[src/rtl/mult_booth.sv]
// Radix-2 Booth signed 32x32 multiplier, one iteration per clock.
// Reports the low 32 product bits plus a signed-overflow flag.
module mult_booth (
  input  logic        clock,
  input  logic        reset,
  input  logic        ctrl_MULT,
  input  logic [31:0] data_operandA,
  input  logic [31:0] data_operandB,
  output logic [31:0] data_result,
  output logic        data_exception,
  output logic        data_resultRDY,
  output logic        busy
);

  typedef enum logic [1:0] {IDLE, BUSY, DONE} state_t;

  state_t      state_q, state_d;
  logic [32:0] acc_q, acc_d;
  logic [32:0] m_q, m_d;
  logic [31:0] q_q, q_d;
  logic        q1_q, q1_d;
  logic [5:0]  cnt_q, cnt_d;
  logic [32:0] sum;

  always_ff @(posedge clock or posedge reset) begin
    if (reset) begin
      state_q <= IDLE;
      acc_q   <= '0;
      m_q     <= '0;
      q_q     <= '0;
      q1_q    <= 1'b0;
      cnt_q   <= '0;
    end else begin
      state_q <= state_d;
      acc_q   <= acc_d;
      m_q     <= m_d;
      q_q     <= q_d;
      q1_q    <= q1_d;
      cnt_q   <= cnt_d;
    end
  end

  // 33-bit add/sub keeps -(-2^31) representable without wrap.
  always_comb begin
    sum = acc_q;
    case ({q_q[0], q1_q})
      2'b01:   sum = acc_q + m_q;
      2'b10:   sum = acc_q - m_q;
      default: sum = acc_q;
    endcase
  end

  always_comb begin
    state_d = state_q;
    acc_d   = acc_q;
    m_d     = m_q;
    q_d     = q_q;
    q1_d    = q1_q;
    cnt_d   = cnt_q;
    if (ctrl_MULT) begin
      state_d = BUSY;
      acc_d   = '0;
      m_d     = {data_operandA[31], data_operandA};
      q_d     = data_operandB;
      q1_d    = 1'b0;
      cnt_d   = '0;
    end else begin
      case (state_q)
        BUSY: begin
          acc_d = {sum[32], sum[32:1]};
          q_d   = {sum[0], q_q[31:1]};
          q1_d  = q_q[0];
          cnt_d = cnt_q + 6'd1;
          if (cnt_q == 6'd31) state_d = DONE;
        end
        DONE:    state_d = IDLE;
        default: state_d = IDLE;
      endcase
    end
  end

  // Product is {ACC[31:0], Q}; it fits in 32 bits only if the top half is all sign.
  assign data_result    = q_q;
  assign data_exception = (acc_q[31:0] != {32{q_q[31]}});
  assign data_resultRDY = (state_q == DONE);
  assign busy           = (state_q == BUSY);

endmodule

[config.mk]
export PLATFORM = sky130hd
export DESIGN_NAME = mult_booth
export DESIGN_NICKNAME = d
export VERILOG_FILES = /design/src/rtl/mult_booth.sv
export SDC_FILE = /design/constraint.sdc
export NUM_CORES = 1
export LEC_CHECK = 0
export CAP_MARGIN = 20
export CORE_ASPECT_RATIO = 0.75
export CORE_MARGIN = 5
export CORE_UTILIZATION = 56
export DETAILED_ROUTE_END_ITERATION = 8
export GPL_ROUTABILITY_DRIVEN = 0
export HOLD_SLACK_MARGIN = 0.03
export PLACE_DENSITY = 0.82
export REMOVE_ABC_BUFFERS = 1
export SYNTH_ARGS = -nofsm -noshare
export SYNTH_HDL_FRONTEND = slang
export SYNTH_SLANG_ARGS = --single-unit
[constraint.sdc]
create_clock -name clock -period 6.15 [get_ports clock]
set_input_delay 0.615 -clock clock [delete_from_list [all_inputs] [get_ports clock]]
set_output_delay 0.615 -clock clock [all_outputs]
set_load 0.005 [all_outputs]
==> results summary <==
The placed wire-length estimate came out at 12.6 mm. The detailed-routing iteration count for the pre-antenna-repair pass is 5. The number of nets in the layout is 984. The wire length of the first global-routing pass is 29.1 mm. The setup TNS after final layout came out at 0 ns.

The final global-route overflow total came out at 0. The total routing usage reported by global routing is 23.3%. The number of enable flip-flop cells after synthesis is 0. The final hold violation count is 0.

The largest total area in the synthesized netlist belongs to sky130_fd_sc_hd__dfrtp_1. The number of different library cells used by synthesis comes to 58. The site row count came out at 35.

The required time at the worst-slack endpoint came out at 6.38 ns. The post-route DRC violation count came out at 0. In this run, placement finished with an instance count of 1035.

The count of buffers added on input and output ports is 101. The number of buffers created by CTS is 9. The share of synthesized area in the top cell type comes to 37.2%. The maximum net fanout on the critical path is 8.

The transition at the pin with the smallest max-transition slack came out at 0.936 ns. The worst-skew pair later-pin latency came out at 0.35 ns. The path type of the worst min-delay path is reg -> reg.

The worst slew margin relative to its limit came out at 37.6%. The area enclosed by the die boundary is 0.0150 mm2. The sequential cell area is 0.00263 mm2. The worst path needs 4.87 ns of the cycle, external delays included. The type of element capturing the critical path is a flop.

The number of setup violations in the final report is 0. Setup repair after global routing left no endpoint under its margin. The data arrival time of the critical path is 5.11 ns.

The total number of yosys warnings came out at 0. The library cell used most frequently in the layout, excluding fill and tap cells, is sky130_fd_sc_hd__dfrtp_1. After clock tree synthesis, the clock-pin slew on the worst setup and hold paths is 0.07 ns. In this run the clock root is driven by a sky130_fd_sc_hd__clkbuf_16. The number of buffers on the longest clock path came out at 2. 0 antenna diodes ended up in the layout. Synthesis handed over a netlist of 805 instances. The routed layout has 6335 vias. The number of hold buffers added after CTS was 0. The height of the chip came out at 107 um.

The total count of max-transition violations in the final report came out at 0. The share of the clock period used by the worst path after layout is 79.2%. The total routed wirelength came out at 17.7 mm.

The flop-to-flop setup slack is 1.28 ns. The portion of the post-synthesis area used by sequential elements came out at 37.2%. The number of antenna violations at the first check in global routing is 0. After synthesis, the cell types taking the most area are sky130_fd_sc_hd__dfrtp_1, sky130_fd_sc_hd__ha_1, sky130_fd_sc_hd__mux2i_1. The critical path is of the reg -> reg type. The core box area is 0.0123 mm2. The top cell types in the final layout, fill and taps aside, are sky130_fd_sc_hd__dfrtp_1, sky130_fd_sc_hd__clkdlybuf4s50_1, sky130_fd_sc_hd__nand2_1. The number of gates resized after cts came out at 0. STA classifies the critical path startpoint as a flop. Summing all multi-input logic gate instances after layout gives 0.00420 mm2. The flow ran to the end, and the final reports show no timing, DRC or antenna violations. The final cell utilization of the core came out at 69.0%. The finished layout holds 1050 standard cells, fillers aside. After filler insertion, the fill cell instance count of the layout stands at 940. The number of buffers inserted by post-CTS setup repair is 0. The count of maximum capacitance violations came out at 0. The fmax is 205 MHz. The CTS tree is done. The via count of the first global-routing pass was 5981. The I/O pin count is 102. The average footprint of a synthesized cell is 8.76 um2. The dominant synthesized flop cell is sky130_fd_sc_hd__dfrtp_1.

The total power density per cell area came out at 348 mW/mm2. Relative to the synthesized area, the layout overhead comes to 20.4%. The starting utilization of the core area is 57.3%. The horizontal die dimension is 140 um. The fraction of layout cells with a size suffix above 1 is 7.13%. The cell leakage power is 3.77 nW. After detailed routing, the average wire length per cell comes to 16.8 um. Once detail routing completed, the nets flagged for antenna violations numbered 0. Using the TritonRoute via totals, the vias-per-cell ratio works out to 6.03. The clock sink count came out at 105. The post-synthesis async set-or-reset flop share is 100%. The post-synthesis sequential element count came out at 105. The summed instance area of the synthesized netlist came out at 0.00705 mm2. The H-tree was split into 3 levels.

The worst-case vdd ir drop came out at 0.000201 V. The first routing iteration left 631 violations. Entering global routing, the biggest net connects 98 pins. The worst clock skew on the final layout came out at 0.00521 ns.
cells by family (layout without fill, tap and decap cells):
logic type / count (synthesis) / count (layout) / synth area share, %
AOI/OAI and AO/OA: 218 / 218 / 18.5
DFF: 105 / 105 / 37.2
buffers and inverters: 60 / 139 / 3.19
muxes: 62 / 62 / 9.29
adders and majority gates: 36 / 36 / 6.49
and+or+nand+nor: 265 / 265 / 18.0
xor gates and xnor gates: 59 / 59 / 7.33
final timing paths:
check / cells past startpoint / to / startpoint
worst max register to register: 15 / acc_q[31]$_DFFE_PP0P_ / m_q[6]$_DFFE_PP0P_
worst min register to register: 2 / q1_q$_DFFE_PP0P_ / q1_q$_DFFE_PP0P_
max in group asynchronous: 4 / m_q[22]$_DFFE_PP0P_ / reset
worst max-delay path: 15 / acc_q[31]$_DFFE_PP0P_ / m_q[6]$_DFFE_PP0P_
min in group asynchronous: 2 / cnt_q[3]$_DFFE_PP0P_ / reset
worst min-delay path: 2 / q1_q$_DFFE_PP0P_ / q1_q$_DFFE_PP0P_
flip-flops by register name (all words and copies together) (netlist names):
register	flops
state_q	2
acc_q	32
data_result	32
cnt_q	6
q1_q	1
m_q	32
routing by layer:
layer	global-route usage (%)	up-vias	part of all wire [%]
met5	0	-	0
met4	4.91	0	1.0
met3	4.81	26	6.4
met2	38.1	243	48
met1	32.2	3022	45
li1	-	3044	-
where the power goes:
| group | switching [mW] | internal, mW | total (mW) |
|---|---|---|---|
| Clock | 0.259 | 0.356 | 0.615 |
| Sequential | 0.175 | 0.807 | 0.982 |
| Combinational | 0.734 | 0.623 | 1.36 |
| Total | 1.17 | 1.79 | 2.95 |
Yosys cell counts, drive strengths merged, types with 8 or more instances:
library cell / count
a211oi: 9
dfrtp: 105
nor4: 12
nand3: 9
nor3: 35
inv: 16
xnor2: 37
ha: 35
or3: 9
o211ai: 14
o21ai: 68
nor2: 66
a21oi: 69
mux2i: 37
xor2: 22
a31oi: 9
a21o: 10
nand2: 96
mux2: 25
nor2b: 8
o21a: 12
clkbuf: 36
worst max-delay path, cell delays in order, from the launching register on:
cell	delay, ns
sky130_fd_sc_hd__dfrtp_1	0.41
sky130_fd_sc_hd__or4_4	0.56
sky130_fd_sc_hd__or3_4	0.37
sky130_fd_sc_hd__nor3_1	0.54
sky130_fd_sc_hd__a21oi_1	0.18
sky130_fd_sc_hd__xnor2_1	0.16
sky130_fd_sc_hd__ha_1	0.41
sky130_fd_sc_hd__nand2_1	0.14
sky130_fd_sc_hd__nor3_1	0.33
sky130_fd_sc_hd__nand2_1	0.09
sky130_fd_sc_hd__a21oi_1	0.26
sky130_fd_sc_hd__o31ai_1	0.17
sky130_fd_sc_hd__a21o_1	0.24
sky130_fd_sc_hd__or3_2	0.50
sky130_fd_sc_hd__nand3_2	0.10
sky130_fd_sc_hd__mux2_4	0.29
cell type report:
type | count | share of cell area (%)
multi-input combinational | 640 | 49.5
sequential | 105 | 30.9
timing repair buffer | 108 | 12.7
clock buffer | 10 | 2.70
tap | 166 | 2.45
clock inverter | 4 | 0.914
inverter | 17 | 0.781
metrics by stage:
stage               total power [mW]  area (um2)  hold WS (ns)  worst slack [ns]
finish                          2.95        8490         0.544              1.28
global route                    3.15        8490         0.576              1.11
CTS                             2.93        8460         0.533              1.39
detailed placement              2.31        8160         0.524              1.42
global placement                2.25        8160         0.511              1.66
floorplan                       1.93        6890         0.495              1.96
Note: power is estimated with default switching activity, not from simulation.
